`config.mk`:
```
export PLATFORM = sky130hd
export DESIGN_NAME = seg7_scan_ctrl_flat
export DESIGN_NICKNAME = d
export VERILOG_FILES = /design/src/rtl/seg7_pkg.sv /design/src/rtl/seg7_scan_ctrl_if.sv /design/src/rtl/seg7_hex_decode.sv /design/src/rtl/seg7_scan_ctrl.sv /design/src/flat_wrapper.sv
export SDC_FILE = /design/constraint.sdc
export NUM_CORES = 1
export LEC_CHECK = 0
export ABC_AREA = 1
export CAP_MARGIN = 0
export CORE_MARGIN = 8
export CORE_UTILIZATION = 50
export DETAILED_ROUTE_END_ITERATION = 12
export GPL_TIMING_DRIVEN = 0
export PLACE_DENSITY = 0.73
export SKIP_CTS_REPAIR_TIMING = 1
export SLEW_MARGIN = 15
export SYNTH_ARGS = -nofsm -noshare
export SYNTH_HDL_FRONTEND = slang
export SYNTH_SLANG_ARGS = --single-unit
```
`constraint.sdc`:
```
create_clock -name clk -period 5.3 [get_ports clk]
set_clock_uncertainty 0.1 [all_clocks]
set_input_delay 1.06 -clock clk [delete_from_list [all_inputs] [get_ports clk]]
set_output_delay 1.06 -clock clk [all_outputs]
set_load 0.02 [all_outputs]
```
`src/rtl/seg7_pkg.sv`:
```
// Shared definitions for the 7-segment scan controller: decode table, scan state
// type and width helpers.
package seg7_pkg;

    typedef enum logic {
        BLANK = 1'b0,
        SHOW  = 1'b1
    } scan_state_t;

    // Index is the hex value, entry is {g,f,e,d,c,b,a}, active-high.
    localparam logic [6:0] SEG7_HEX [16] = '{
        7'h3F, 7'h06, 7'h5B, 7'h4F, 7'h66, 7'h6D, 7'h7D, 7'h07,
        7'h7F, 7'h6F, 7'h77, 7'h7C, 7'h39, 7'h5E, 7'h79, 7'h71
    };

    function automatic int unsigned idx_width(input int unsigned n);
        return (n > 1) ? $clog2(n) : 1;
    endfunction

    function automatic int unsigned cnt_width(input int unsigned blank_cycles,
                                              input int unsigned dwell_cycles);
        return idx_width((blank_cycles > dwell_cycles) ? blank_cycles : dwell_cycles);
    endfunction

endpackage

```
`src/rtl/seg7_scan_ctrl_if.sv`:
```
// Host write channel for the scan controller: one full display word per transfer.
interface seg7_scan_ctrl_if #(
    parameter int NUM_DIGITS = 4
);
    logic                      wr_valid;
    logic                      wr_ready;
    logic [4*NUM_DIGITS-1:0]   wr_data;
    logic [NUM_DIGITS-1:0]     wr_dp;

    modport master (output wr_valid, output wr_data, output wr_dp, input  wr_ready);
    modport slave  (input  wr_valid, input  wr_data, input  wr_dp, output wr_ready);
endinterface

```
`src/rtl/seg7_hex_decode.sv`:
```
// Combinational hex nibble to 7-segment pattern decoder.
module seg7_hex_decode
    import seg7_pkg::*;
(
    input  logic [3:0] nibble,
    output logic [6:0] seg
);
    assign seg = SEG7_HEX[nibble];
endmodule

```
`src/rtl/seg7_scan_ctrl.sv`:
```
// Time-multiplexed 7-segment scan controller with a frame-synchronous shadow
// register so a displayed frame never mixes two host words.
module seg7_scan_ctrl
    import seg7_pkg::*;
#(
    parameter int NUM_DIGITS   = 4,
    parameter int DWELL_CYCLES = 10000,
    parameter int BLANK_CYCLES = 500
) (
    input  logic                  clk,
    input  logic                  rst_n,
    seg7_scan_ctrl_if.slave       wr,
    input  logic [NUM_DIGITS-1:0] digit_en,
    output logic [6:0]            segments,
    output logic                  dp,
    output logic [NUM_DIGITS-1:0] digit_sel,
    output logic                  frame_start
);
    localparam int IDX_W = idx_width(NUM_DIGITS);
    localparam int CNT_W = cnt_width(BLANK_CYCLES, DWELL_CYCLES);
    localparam logic [IDX_W-1:0] LAST_IDX   = IDX_W'(NUM_DIGITS - 1);
    localparam logic [CNT_W-1:0] BLANK_LAST = CNT_W'(BLANK_CYCLES - 1);
    localparam logic [CNT_W-1:0] DWELL_LAST = CNT_W'(DWELL_CYCLES - 1);

    scan_state_t             state_reg, state_next;
    logic [IDX_W-1:0]        idx_reg, idx_next;
    logic [CNT_W-1:0]        cnt_reg, cnt_next;
    logic                    started_reg;
    logic                    boundary;

    logic [4*NUM_DIGITS-1:0] shadow_data_reg, active_data_reg;
    logic [NUM_DIGITS-1:0]   shadow_dp_reg, active_dp_reg;
    logic                    pending_reg;

    logic [6:0]              segments_reg, segments_next;
    logic                    dp_reg, dp_next;
    logic [NUM_DIGITS-1:0]   digit_sel_reg, digit_sel_next;
    logic                    frame_start_reg, frame_start_next;

    logic [NUM_DIGITS-1:0]   onehot_next;
    logic [3:0]              nibble_next;
    logic [6:0]              seg_decoded;
    logic                    lit;

    always_ff @(posedge clk) begin
        if (!rst_n) begin
            state_reg   <= BLANK;
            idx_reg     <= '0;
            cnt_reg     <= '0;
            started_reg <= 1'b0;
        end else begin
            state_reg   <= state_next;
            idx_reg     <= idx_next;
            cnt_reg     <= cnt_next;
            started_reg <= 1'b1;
        end
    end

    // The first edge out of reset is treated as a frame boundary so the very
    // first BLANK of digit 0 is flagged by frame_start like every other one.
    always_comb begin
        state_next = state_reg;
        idx_next   = idx_reg;
        cnt_next   = cnt_reg + 1'b1;
        boundary   = 1'b0;
        if (!started_reg) begin
            state_next = BLANK;
            idx_next   = '0;
            cnt_next   = '0;
            boundary   = 1'b1;
        end else begin
            case (state_reg)
                BLANK: begin
                    if (cnt_reg == BLANK_LAST) begin
                        state_next = SHOW;
                        cnt_next   = '0;
                    end
                end
                SHOW: begin
                    if (cnt_reg == DWELL_LAST) begin
                        state_next = BLANK;
                        cnt_next   = '0;
                        if (idx_reg == LAST_IDX) begin
                            idx_next = '0;
                            boundary = 1'b1;
                        end else begin
                            idx_next = idx_reg + 1'b1;
                        end
                    end
                end
                default: state_next = BLANK;
            endcase
        end
    end

    for (genvar gi = 0; gi < NUM_DIGITS; gi++) begin : g_onehot
        assign onehot_next[gi] = (idx_next == IDX_W'(gi));
    end

    // active never changes on an edge that enters SHOW, so it can feed the decoder directly.
    assign nibble_next = active_data_reg[{idx_next, 2'b00} +: 4];

    seg7_hex_decode u_hex_decode (
        .nibble (nibble_next),
        .seg    (seg_decoded)
    );

    always_comb begin
        lit              = (state_next == SHOW) && digit_en[idx_next];
        digit_sel_next   = lit ? onehot_next : '0;
        segments_next    = lit ? seg_decoded : '0;
        dp_next          = lit && active_dp_reg[idx_next];
        frame_start_next = boundary;
    end

    always_ff @(posedge clk) begin
        if (!rst_n) begin
            segments_reg    <= '0;
            dp_reg          <= 1'b0;
            digit_sel_reg   <= '0;
            frame_start_reg <= 1'b0;
        end else begin
            segments_reg    <= segments_next;
            dp_reg          <= dp_next;
            digit_sel_reg   <= digit_sel_next;
            frame_start_reg <= frame_start_next;
        end
    end

    // A word accepted on the boundary edge itself waits for the next boundary.
    always_ff @(posedge clk) begin
        if (!rst_n) begin
            shadow_data_reg <= '0;
            shadow_dp_reg   <= '0;
            active_data_reg <= '0;
            active_dp_reg   <= '0;
            pending_reg     <= 1'b0;
        end else if (boundary && pending_reg) begin
            active_data_reg <= shadow_data_reg;
            active_dp_reg   <= shadow_dp_reg;
            pending_reg     <= 1'b0;
        end else if (wr.wr_valid && !pending_reg) begin
            shadow_data_reg <= wr.wr_data;
            shadow_dp_reg   <= wr.wr_dp;
            pending_reg     <= 1'b1;
        end
    end

    assign wr.wr_ready  = !pending_reg;
    assign segments     = segments_reg;
    assign dp           = dp_reg;
    assign digit_sel    = digit_sel_reg;
    assign frame_start  = frame_start_reg;

endmodule
```
`src/flat_wrapper.sv`:
```
// flat-port wrapper written by rule: the top's interface ports become plain ports
module seg7_scan_ctrl_flat import seg7_pkg::*;
#(
    parameter int NUM_DIGITS   = 4,
    parameter int DWELL_CYCLES = 10000,
    parameter int BLANK_CYCLES = 500
)
  (clk, rst_n, digit_en, segments, dp, digit_sel, frame_start, wr_wr_valid, wr_wr_data, wr_wr_dp, wr_wr_ready);
  seg7_scan_ctrl_if #(.NUM_DIGITS(NUM_DIGITS)) wr_i ();
  input  logic clk;
  input  logic rst_n;
  input  logic [NUM_DIGITS-1:0] digit_en;
  output logic [6:0] segments;
  output logic dp;
  output logic [NUM_DIGITS-1:0] digit_sel;
  output logic frame_start;
  input wire logic [$bits(wr_i.wr_valid)-1:0] wr_wr_valid;
  input wire logic [$bits(wr_i.wr_data)-1:0] wr_wr_data;
  input wire logic [$bits(wr_i.wr_dp)-1:0] wr_wr_dp;
  output wire logic [$bits(wr_i.wr_ready)-1:0] wr_wr_ready;
  assign wr_i.wr_valid = wr_wr_valid;
  assign wr_i.wr_data = wr_wr_data;
  assign wr_i.wr_dp = wr_wr_dp;
  assign wr_wr_ready = wr_i.wr_ready;
  seg7_scan_ctrl #(.NUM_DIGITS(NUM_DIGITS), .DWELL_CYCLES(DWELL_CYCLES), .BLANK_CYCLES(BLANK_CYCLES)) u_core (.clk(clk), .rst_n(rst_n), .wr(wr_i), .digit_en(digit_en), .segments(segments), .dp(dp), .digit_sel(digit_sel), .frame_start(frame_start));
endmodule
```
==> results of run 1 <==
[cell type report]
cell class	instances	area, um2	share of cell area
multi-input cells	297	1582	0.3974
flip-flops and latches	72	1441	0.3621
repair buffers	40	400.4	0.1006
inverters	38	147.6	0.03710
clock buffers	10	137.6	0.03458
clock inverters	6	115.1	0.02892
well taps	77	96.34	0.02421
plain buffers	14	60.06	0.01509
[stage by stage]
step / utilization / total power (W)
finish: 0.6304 / 0.001209
detailed placement: 0.5904 / 0.0006815
CTS: 0.6304 / 0.001218
floorplan: - / 0.0006432
global route: 0.6304 / 0.001260
global placement: 0.5904 / 0.0006791
[synth_stat cells (all sizes together)]
cell type   n  share of area
nand3      31          0.051
clkbuf     13          0.015
o211ai      1         0.0023
xor2        5          0.014
nand2      80           0.12
nor3        8          0.012
o21ai      38          0.062
nor4        1         0.0019
nor2       86           0.12
nand3b      2         0.0046
a211oi      1         0.0023
ha          9          0.035
inv        38          0.046
buf         1         0.0035
nand4       1         0.0019
xnor2       2         0.0054
a21oi      29          0.051
nor3b       1         0.0023
o22ai       2         0.0039
dfxtp      72           0.45
[power breakdown]
part / switching (W) / total (W) / leakage, nW / internal [W]
Sequential: 0.0000102 / 0.000573 / 0.588 / 0.000562
Combinational: 0.0000554 / 0.0000971 / 0.918 / 0.0000417
Clock: 0.000211 / 0.000539 / 0.123 / 0.000328
[cell families after synthesis]
| family | Yosys count | share of synthesized area |
|---|---|---|
| DFF | 72 | 0.4462 |
| and+or+nand+nor | 210 | 0.3141 |
| xor gates and xnor gates | 7 | 0.01898 |
| adders and majority gates | 9 | 0.03486 |
| buffers and inverters | 52 | 0.06429 |
| AOI/OAI and AO/OA | 71 | 0.1216 |
[metal layers]
layer,up-vias,track usage,wire (um)
li1,1454,-,-
met1,1246,0.1878,2984
met2,63,0.2622,3244
met3,11,0.03941,288
met4,0,0.06305,82
met5,-,0,0
[worst paths after layout]
path / from / end / cells after the start
hold / removal: u_core.cnt_reg[0]$_SDFF_PN0_ / u_core.cnt_reg[0]$_SDFF_PN0_ / 1
setup reg to reg: u_core.cnt_reg[0]$_SDFF_PN0_ / u_core.segments[5]$_SDFF_PN0_ / 15
setup / recovery: u_core.cnt_reg[0]$_SDFF_PN0_ / u_core.segments[5]$_SDFF_PN0_ / 15
hold reg to reg: u_core.cnt_reg[0]$_SDFF_PN0_ / u_core.cnt_reg[0]$_SDFF_PN0_ / 1
==> impl_metrics.csv, run 1 <==
group,metric,value,unit
setup_path,cpMaxStageDelayCell,"dfxtp_1",
cts,cts-root-buf,"clkbuf_8",
synthesis,syn_nets,457,
sta,fmax,341.4,MHz
die,core.rowCount,29,
routing,vias,2774,
setup_path,r2r_slack,2.37,ns
die,die_x,96.38,um
routing,first_iter_violations,111,
sta,worst_pin_slew,0.5413,ns
sta,fin_ws,2.371,ns
synthesis,synth_area,3231,um2
synthesis,syn_avg_cell_area,7.674,um2
status,status,"finished clean",
setup_path,required,5.48,ns
setup_path,max_stage_delay,0.36,ns
setup_path,path_class,"register to register",
cells_and_area,antennaDiodeCount,0,
die,dieArea,9289,um2
cts,clk_latency,0.35,ns
worst_hold_path,hold_class,"register to register",
power,powerDensity,303.7,nW/um2
sta,period_minus_slack,2.929,ns
routing,routedWlPerCell,11.91,um
setup_path,critPathBufInv,1,
cells_and_area,final_cell_mix,"nor2_1, dfxtp_1, nand2_1",
routing,drtPass1Iterations,5,
setup_path,crit_fanout,10,
setup_path,critPathLaunchType,"register",
cells_and_area,syn_to_final_growth,23.20,%
sta,rsz0062_at_grt,"false",
synthesis,yosysSeqAreaShare,0.4462,
global_route,gr-total-overflow,0,
die,fp.dieH,96.38,um
cells_and_area,final_cell_area,3980,um2
setup_path,cp.arrival,3.11,ns
cts,cts_tree,"built",
setup_path,crit_family,"simple AND/OR/NAND/NOR gates",
cts,cts_inserted_buffers,9,
global_route,grt_pass1_wl,11.68,mm
sta,finalSetupViolCount,0,
cts,htreeDepth,3,
routing,routed_wl,6.600,mm
cells_and_area,layout-drive-gt1-share,0.1195,
placed_design,post-dp-hpwl,4.961,mm
synthesis,ys_types,31,
placed_design,dp_slack,2.411,ns
synthesis,yosys_warnings,0,
cells_and_area,layout_commonest_cell,"nor2_1",
cts,cts.sinks,72,
global_route,antenna_found_initial,0,
placed_design,place_area,3727,um2
global_route,grt_max_degree,14,
setup_path,crit_chain,"ha_1, nand3_2, nor2_2, nand2_4, o21ai_4, nor2_4, nand2_1, nand3_1, nand2_1, inv_1, ha_1, nand3b_1, nand2_1, nand2_1, a21oi_2",
setup_path,crit_path_end_kind,"register",
global_route,grt_pass1_vias,2754,
die,initial_core_util,0.5117,
placed_design,dp_cells,538,
power,ir_worst_vdd,0.2175,mV
cells_and_area,num-nets-final,508,
job,cap_violations,0,
cells_and_area,stdcell_count,554,
routing,routed_via_density,5.007,
sta,maxSlewViolCount,0,
die,coreArea,6314,um2
routing,postRouteAntennaNets,0,
sta,timing_hold_violations_final,0,
synthesis,ys_ff_latch,72,
cts,cts_buffer_depth,2,
power,p_leak,1.628,nW
global_route,grt_use_total,0.1565,
die,ios,41,
cells_and_area,num-fill-cells,577,
cts,cts.clk_slew.worst_paths,0.08,ns
sta,whs,0.3495,ns
routing,drc_errors,0,
placed_design,gp_congestion,0.8496,
synthesis,syn_inst,421,
setup_path,cpMostUsedCell,"nand2_1",
placed_design,io_buffer_count,40,
sta,slew_headroom,0.6353,
sta,fin_setup_tns,0,ns
sta,period_share,0.5527,
Note: power is estimated with default switching activity, not from simulation.
==> run 2, diff against run 1 <==
clock period = 2.9 ns   (was 5.3 ns; I/O delays follow)
==> run 2 against run 1 <==
Sequential power is 83% higher. Critical endpoint unchanged. First-iteration DRC count is 13% lower. Total power is 83% higher. Largest cell class unchanged. Register-to-register slack worse by 2.2 ns. Die area stayed put.
==> impl_metrics.csv, run 2 (synthesized netlist as in run 1, its figures left out) <==
group,metric,value,unit
cts,cts_buffer_depth,2,
routing,postRouteAntennaNets,0,
global_route,grt_use_total,0.1565,
cells_and_area,final_cell_mix,"nor2_1, dfxtp_1, nand2_1",
die,ios,41,
power,powerDensity,551.3,nW/um2
setup_path,max_stage_delay,0.36,ns
cts,cts.sinks,72,
cts,cts_inserted_buffers,9,
placed_design,gp_congestion,0.8496,
setup_path,cp.arrival,2.88,ns
routing,routed_wl,6.649,mm
cts,cts.clk_slew.worst_paths,0.08,ns
setup_path,rr_startpoint,"u_core.cnt_reg[0]$_SDFF_PN0_",
sta,period_minus_slack,2.698,ns
cts,htreeDepth,3,
sta,maxSlewViolCount,0,
sta,period_share,0.9304,
setup_path,worstReg2RegEnd,"u_core.segments[5]$_SDFF_PN0_",
sta,worst_pin_slew,0.5509,ns
power,ir_worst_vdd,0.3968,mV
setup_path,cpMostUsedCell,"nand2_4",
setup_path,cp-startpoint,"u_core.cnt_reg[0]$_SDFF_PN0_",
global_route,grt_pass1_wl,11.68,mm
cells_and_area,antennaDiodeCount,0,
die,initial_core_util,0.5117,
setup_path,required,3.08,ns
sta,timing_hold_violations_final,0,
routing,drtPass1Iterations,4,
placed_design,io_buffer_count,40,
sta,fin_setup_tns,0,ns
power,p_leak,1.631,nW
cts,clk_latency,0.34,ns
routing,routed_via_density,5.011,
cts,cts_tree,"built",
setup_path,crit_fanout,10,
setup_path,crit_path_end_kind,"register",
cells_and_area,final_util,0.6344,
routing,first_iter_violations,97,
job,cap_violations,0,
cells_and_area,multi_input_area,1599,um2
status,status,"finished clean",
power,power,0.002208,W
setup_path,r2r_slack,0.20,ns
cells_and_area,seqCellArea,1441,um2
sta,finalSetupViolCount,0,
cells_and_area,num-fill-cells,571,
die,core.rowCount,29,
cts,cts-root-buf,"clkbuf_8",
cells_and_area,layout_commonest_cell,"nor2_1",
setup_path,critPathLaunchType,"register",
routing,vias,2781,
worst_hold_path,hold_class,"register to register",
setup_path,crit_chain,"ha_2, nand3_2, nor2_4, nand2_4, nand2_4, nand2_4, inv_4, nand2_4, buf_6, nand2_1, nand3_1, nand2_4, inv_1, ha_1, nand3b_1, nand2_1, nand2_1, a21oi_2",
setup_path,path_class,"register to register",
die,fp.dieH,96.38,um
cells_and_area,num-nets-final,509,
die,die_x,96.38,um
die,coreArea,6314,um2
cells_and_area,layout-drive-gt1-share,0.1276,
cells_and_area,syn_to_final_growth,23.97,%
sta,fmax,370.6,MHz
setup_path,cpMaxStageDelayCell,"dfxtp_1",
global_route,antenna_found_initial,0,
routing,drc_errors,0,
global_route,gr-total-overflow,0,
placed_design,post-dp-hpwl,4.961,mm
setup_path,rr_worst_depth,18,
die,dieArea,9289,um2
routing,routedWlPerCell,11.98,um
global_route,grt_max_degree,14,
sta,slew_headroom,0.6288,
global_route,grt_pass1_vias,2754,
setup_path,cp-endpoint,"u_core.segments[5]$_SDFF_PN0_",
run 2: cell count changes in the layout (fill, tap and decap cells not counted), sizes merged:
cell	previous run	this run
buf	1	2
run 2: report_power, final:
| part | internal [W] | leakage [nW] | switching [W] |
|---|---|---|---|
| registers | 0.00103 | 0.588 | 0.0000188 |
| clock network | 0.000599 | 0.123 | 0.000382 |
| logic | 0.0000776 | 0.921 | 0.000102 |
| total | 0.00170 | 1.63 | 0.000503 |
run 2: worst max-delay path: cells and delay by family (launching register included):
family          cells  cell delay (ns)
fa+ha+maj           2             0.44
simple gates       12             1.30
compound gates      1             0.11
buf+inv             3             0.31
flops               1             0.36
run 2: final cells by class:
class,instances,area share
flip-flops and latches,72,0.3599
plain buffers,14,0.01500
clock buffers,10,0.03436
repair buffers,41,0.1018
clock inverters,6,0.02874
inverters,38,0.03686
well taps,77,0.02405
multi-input cells,297,0.3992
run 2: how the worst min path moves through the flow:
stage / from / end / slack (ns) / cells past startpoint
3_3_place_gp: u_core.cnt_reg[0]$_SDFF_PN0_ / u_core.cnt_reg[0]$_SDFF_PN0_ / 0.33 / 1
3_5_place_dp: u_core.cnt_reg[0]$_SDFF_PN0_ / u_core.cnt_reg[0]$_SDFF_PN0_ / 0.34 / 1
6_report: u_core.cnt_reg[0]$_SDFF_PN0_ / u_core.cnt_reg[0]$_SDFF_PN0_ / 0.35 / 1
4_1_cts: u_core.cnt_reg[0]$_SDFF_PN0_ / u_core.cnt_reg[0]$_SDFF_PN0_ / 0.35 / 1
5_1_grt: u_core.cnt_reg[0]$_SDFF_PN0_ / u_core.cnt_reg[0]$_SDFF_PN0_ / 0.37 / 1
2_1_floorplan: u_core.cnt_reg[0]$_SDFF_PN0_ / u_core.cnt_reg[0]$_SDFF_PN0_ / 0.32 / 1
run 2: through the flow:
step / hold WS, ns / cell area, um2 / cells / setup WS [ns]
floorplan: 0.3175 / 3231 / 421 / 0.4573
CTS: 0.3542 / 3980 / 554 / -0.03355
global placement: 0.3295 / 3727 / 538 / 0.07946
detailed placement: 0.3363 / 3727 / 538 / 0.01075
finish: 0.3515 / 4005 / 555 / 0.2018
global route: 0.3695 / 4005 / 555 / -0.006257
run 2: layer usage:
layer  GRT usage  vias to the layer above  routed length [um]
met5           0                        -                   0
met4     0.06305                        0                  57
met3     0.03941                        7                 226
met2      0.2622                       57                3320
met1      0.1878                     1256                3045
li1            -                     1461                   -
